File: config.mk
export PLATFORM = sky130hd
export DESIGN_NAME = usb_rx_frontend
export DESIGN_NICKNAME = d
export VERILOG_FILES = /design/src/rtl/usb_rx_frontend.sv
export SDC_FILE = /design/constraint.sdc
export NUM_CORES = 1
export LEC_CHECK = 0
export CORE_MARGIN = 2
export CORE_UTILIZATION = 40
export DETAILED_ROUTE_END_ITERATION = 10
export GPL_TIMING_DRIVEN = 0
export PLACE_DENSITY_LB_ADDON = 0.1
export REMOVE_ABC_BUFFERS = 1
export SKIP_CTS_REPAIR_TIMING = 1
export SLEW_MARGIN = 20
export SYNTH_ARGS = -nofsm -noshare
export SYNTH_HDL_FRONTEND = slang
export SYNTH_SLANG_ARGS = --single-unit
File: constraint.sdc
create_clock -name clk -period 2.6 [get_ports clk]
set_clock_uncertainty 0.2 [all_clocks]
set_input_delay 0.52 -clock clk [delete_from_list [all_inputs] [get_ports clk]]
set_output_delay 0.52 -clock clk [all_outputs]
set_load 0.02 [all_outputs]
File: src/rtl/usb_rx_frontend.sv
// USB receive front end: pin synchroniser, line-state decode and glitch filter,
// 4x-oversampling DPLL producing raw J/K symbols, and end-of-packet detection.
module usb_rx_frontend (
  input  logic       clk,
  input  logic       reset_ni,
  input  logic       usb_full_speed,
  input  logic       dp_i,
  input  logic       dm_i,
  output logic [1:0] line_state_o,
  output logic       se0,
  output logic       rx_strobe_o,
  output logic       rx_bit_o,
  output logic       eop_o
);

  typedef enum logic [1:0] {
    LS_SE0 = 2'b00,
    LS_J   = 2'b01,
    LS_K   = 2'b10,
    LS_SE1 = 2'b11
  } line_t;

  logic       dp_s1, dp_s2, dm_s1, dm_s2;
  line_t      raw, raw_next;
  line_t      ls, ls_next, ls_prev;
  logic       ls_change;
  logic [1:0] phase, phase_next;
  logic [2:0] se0_cnt, se0_cnt_next;
  logic       strobe_next, bit_next, eop_next;

  always_ff @(posedge clk or negedge reset_ni) begin
    if (!reset_ni) begin
      dp_s1       <= 1'b0;
      dp_s2       <= 1'b0;
      dm_s1       <= 1'b0;
      dm_s2       <= 1'b0;
      raw         <= LS_SE0;
      ls          <= LS_SE0;
      ls_prev     <= LS_SE0;
      phase       <= '0;
      se0_cnt     <= '0;
      rx_strobe_o <= 1'b0;
      rx_bit_o    <= 1'b0;
      eop_o       <= 1'b0;
    end else begin
      dp_s1       <= dp_i;
      dp_s2       <= dp_s1;
      dm_s1       <= dm_i;
      dm_s2       <= dm_s1;
      raw         <= raw_next;
      ls          <= ls_next;
      ls_prev     <= ls;
      phase       <= phase_next;
      se0_cnt     <= se0_cnt_next;
      rx_strobe_o <= strobe_next;
      rx_bit_o    <= bit_next;
      eop_o       <= eop_next;
    end
  end

  always_comb begin
    // Low speed swaps J/K; SE0/SE1 encode identically in either order.
    raw_next = usb_full_speed ? line_t'({dm_s2, dp_s2}) : line_t'({dp_s2, dm_s2});

    // Filter accepts raw once the sample about to replace it agrees with it.
    ls_next   = (raw_next == raw) ? raw : ls;
    ls_change = (ls_next != ls);

    phase_next  = ls_change ? 2'd0 : phase + 2'd1;
    strobe_next = !ls_change && (phase == 2'd1) && ((ls == LS_J) || (ls == LS_K));
    bit_next    = strobe_next ? (ls == LS_J) : rx_bit_o;

    se0_cnt_next = '0;
    if (ls == LS_SE0) begin
      se0_cnt_next = (se0_cnt == 3'd7) ? se0_cnt : se0_cnt + 3'd1;
    end

    // ls_prev/se0_cnt still describe the SE0 run on the cycle J first appears.
    eop_next = (ls == LS_J) && (ls_prev == LS_SE0) && (se0_cnt >= 3'd4);
  end

  assign line_state_o = ls;
  assign se0          = (ls == LS_SE0);

endmodule
# After elaboration in Yosys (flattened, before gate mapping)
# Index checks and enable logic that the tools add are counted.
dict set report totals {
  input_bits 5
  elab_cells 35
  regBits 18
}
dict set report op_classes {
  n_eq_ne 7
  order_cmp 1
  mux 5
  addsub 2
  reduce_logical 8
}
# operator n
set ops {}
lappend ops {{$mux W2} 3}
lappend ops {{$mux W3} 2}
lappend ops {{$eq A2 B1 Y1 const B} 2}
lappend ops {{$logic_and A1 B1 Y1} 4}
lappend ops {{$logic_not A2 Y1} 2}
lappend ops {{$add A3 B1 Y3 const B} 1}
lappend ops {{$eq A3 B3 Y1 const B} 1}
lappend ops {{$ge A3 B3 Y1 const B} 1}
lappend ops {{$add A2 B1 Y2 const B} 1}
lappend ops {{$eq A2 B2 Y1} 1}
lappend ops {{$eq A2 B2 Y1 const B} 1}
lappend ops {{$ne A2 B2 Y1} 1}
lappend ops {{$ne A2 B2 Y1 const B} 1}
lappend ops {{$logic_not A1 Y1} 1}
lappend ops {{$logic_or A1 B1 Y1} 1}

# Longest topological paths before layout
dict set report depth {
  ltp_word 7
  depth_mapped 6
}

# Worst setup path before layout
# Ideal clock, no wire load.
dict set report synth_timing {
  path_type {input to register}
  start {input port usb_full_speed}
  end {register rx_bit_o}
  stages 6
  required_time_ns 2.275
  slack_ns 0.570
  setup_time_ns 0.125
  t_arrival_ns 1.705
  n_path_buf 1
  cell_sequence {buf_6 -> or3_1 -> a211oi_1 -> a31oi_1 -> and4_4 -> mux2_4}
}
dict set report synth_between {
  elab_chain_cells 7
}
# element line
set synth_lines {}
lappend synth_lines {{start: declaration} 6} ;# input logic usb_full_speed,
lappend synth_lines {{$mux W2} 63} ;# raw_next = usb_full_speed ? line_t'({dm_s2, dp_s2}) : line_t'({dp_s2, dm_s2});
lappend synth_lines {{$eq A2 B2 Y1} 66} ;# ls_next = (raw_next == raw) ? raw : ls;
lappend synth_lines {{$mux W2} 66}
lappend synth_lines {{$ne A2 B2 Y1} 67} ;# ls_change = (ls_next != ls);
lappend synth_lines {{$logic_not A1 Y1} 70} ;# strobe_next = !ls_change && (phase == 2'd1) && ((ls == LS_J) || (ls == LS_K));
lappend synth_lines {{$logic_and A1 B1 Y1 (2 in a row)} 70}
lappend synth_lines {{via strobe_next} 29} ;# logic strobe_next, bit_next, eop_next;
lappend synth_lines {{end signal: assignment} 56} ;# rx_bit_o <= bit_next;
lappend synth_lines {{end: declaration} 12} ;# output logic rx_bit_o,
# The timed path passes the listed nets, and every way through them passes these cells.
# A chain may end at the register's enable or synchronous reset.

# Worst setup path after layout
dict set report layout_timing {
  start {register ls[0], in the netlist line_state_o[0]}
  end {output port se0}
}
dict set report layout_between {
  elab_chain_cells 1
}
# element line
set layout_lines {}
lappend layout_lines {{start: declaration} 25} ;# line_t ls, ls_next, ls_prev;
lappend layout_lines {{start signal: assignment} 51} ;# ls <= ls_next;
lappend layout_lines {{$logic_not A2 Y1} 83} ;# assign se0 = (ls == LS_SE0);
lappend layout_lines {{end: declaration} 10} ;# output logic se0,
# Every way passes these cells.

==> flow_metrics.tcl <==
set metrics [dict create \
    status "finished clean" \
    vias 581 \
    clock_sinks 18 \
    antenna_found_initial 0 \
    cp-end-kind "output port" \
    cts-root-buf "clkbuf_4" \
    fmax_mhz 398 \
    tns_ns 0 \
    power_frac_comb_pct 27.2 \
    max_slew_margin_pct 47.4 \
    synth_xor_area_share_pct 3.05 \
    firstDrtPassIters 4 \
    track_usage_pct 12.7 \
    synthCells 75 \
    clkPwrFrac_pct 23.2 \
    netlist_top_cells_area "dfrtp_1, ha_1, mux2i_1" \
    crit_path_max_fanout 7 \
    start_util_pct 43.0 \
    synth_top_family_by_area "simple AND/OR/NAND/NOR gates" \
    layout_commonest_cell "dfrtp_1" \
    rows 16 \
    finalCritPeriodShare_pct 96.7 \
    ys_seq_area_share_pct 52.3 \
    p_int_uw 519 \
    clk_latency_ns 0.29 \
    die_x_um 50.4 \
    yosysTopAreaCellShare_pct 52.3 \
    grt_pass1_wl_um 2460 \
    path_class "register to output port" \
    grt_use_met1_pct 15.6 \
    coreArea_sq_um 2000 \
    synth_area_per_cell_sq_um 11.5 \
    routedWlPerCell_um 11.9 \
    overflow 0 \
    dp.final_hpwl_um 1000 \
    ios 11 \
    peakVddDrop_uv 362 \
    htreeDepth 1 \
    yosys.area_share.adder_pct 7.27 \
    post-place-ws_ns 0.0735 \
    setup_viol 0 \
    power_switching_uw 219 \
    async_flop_share_pct 100 \
    nets 97 \
    power_per_cell_area_nw_per_um2 738 \
    dr.first_iter.drc_count 4 \
    remaining_drc_errors 0 \
    required_ns 1.88 \
    ys_ff_latch 18 \
    grt_max_degree 19 \
    p_leak_uw 0.000449 \
    grt_use_met3_pct 2.68 \
    drive_gt1_share_pct 8.14 \
    fin_crit_ns 2.52 \
    yosys.area.top_type "dfrtp_1" \
    antenna_cells 0 \
    synth_edf_count 0 \
    swShare_pct 29.7 \
    synthesis.area_sq_um 861 \
    drv_cap 0 \
    synth_compound_area_share_pct 9.45 \
    use_met2_pct 21.5 \
    rsz0062_at_grt "no" \
    start_kind "register" \
    die-area_sq_um 2540 \
    ys_warn_count 0 \
    clk_pin_slew_ns 0.10 \
    ant_nets 0 \
    worstMarginPinSlew_ns 0.787 \
    ys_types 29 \
    synthFlopType "dfrtp_1" \
    wirelength_um 1340 \
    busiest_layer "met2" \
    cts_tree "done" \
    fp.dieH_um 50.4 \
    cts.path.max_buffers 2 \
    fin_hold_ws_ns 0.156 \
    numCtsBuffers 3 \
    power_uw 738 \
    seq_power_share_pct 49.7 \
    via_per_inst 5.14 \
    cp.arrival_ns 1.80 \
    grt_pass1_vias 585 \
    port_buffers 10 \
    final_cell_mix "dfrtp_1, clkdlybuf4s50_1, nand2_1" \
    synthSimpleGateAreaFrac_pct 14.7 \
    fin_ws_ns 0.0847 \
    final_hold_viol_count 0 \
    hold_path.class "register to register" \
    final_max_slew_viol_count 0 \
    place_congestion 0.737 \
    area_growth_pct 16.3 \
    final_util_pct 50.0 \
    synthMuxAreaShare_pct 7.56 \
]
-- through the flow --
| step | instance area, sq um | instances |
|---|---|---|
| 6_report | 1000 | 113 |
| 5_1_grt | 1000 | 113 |
| 3_5_place_dp | 965 | 109 |
| 4_1_cts | 1000 | 113 |
| 3_3_place_gp | 965 | 109 |
| 2_1_floorplan | 831 | 72 |
-- critical path, cell delays in order (launching register included) --
cell	delay [ns]
dfrtp_1	0.45
inv_1	0.19
ha_1	0.24
clkdlybuf4s50_1	0.62
-- synth_stat cells (2+ instances only) --
cell type   n
o21ai_0     4
buf_6       2
ha_1        5
nor2_1      4
nand2_1     7
xnor2_1     3
dfrtp_1    18
inv_1       5
nor2b_1     2
mux2i_1     5
a31oi_1     2
-- worst paths after layout --
path	cells after the start	slack [ns]	endpoint	from
min in group asynchronous	1	0.47	se0_cnt[2]	reset_ni
setup / recovery	3	0.08	se0	line_state_o[0]
hold reg to reg	0	0.16	dp_s2	dp_s1
hold / removal	0	0.16	dp_s2	dp_s1
max in group asynchronous	1	1.24	dm_s1	reset_ni
setup reg to reg	5	0.61	rx_bit_o	dm_s2
-- cells by family (layout without fill, tap and decap cells) --
logic type / Yosys count / after routing
DFF: 18 / 18
and+or+nand+nor: 23 / 23
adders and majority gates: 5 / 5
xor gates and xnor gates: 3 / 3
AOI/OAI and AO/OA: 12 / 12
buffers and inverters: 8 / 19
muxes: 6 / 6
-- flip-flops by register name, summed over array words and instances, names as in the netlist --
register      cells
dp_s1             1
se0_cnt           3
phase             2
dm_s1             1
eop_o             1
ls_prev           2
rx_strobe_o       1
line_state_o      2
dm_s2             1
dp_s2             1
raw               2
rx_bit_o          1
-- power groups by stage --
stage	clock network [uW]	registers [uW]	logic (uW)
after floorplan	0	390	104
after global placement	0	372	201
after detailed placement	0	373	203
after CTS	174	368	204
after global routing	187	376	227
final	171	367	201
-- layout make-up --
| type | instances | area [sq um] |
|---|---|---|
| Fill cell | 188 | 1000 |
| Sequential cell | 18 | 450 |
| Multi-Input combinational cell | 49 | 362 |
| Timing Repair Buffer | 10 | 100 |
| Clock buffer | 4 | 36.3 |
| Tap cell | 27 | 33.8 |
| Inverter | 5 | 18.8 |
-- metal layers --
layer	share of wire, %	up-vias
li1	-	281
met5	0	-
met3	4.1	3
met1	45	285
met4	1.5	0
met2	49	12
Note: power is estimated with default switching activity, not from simulation.
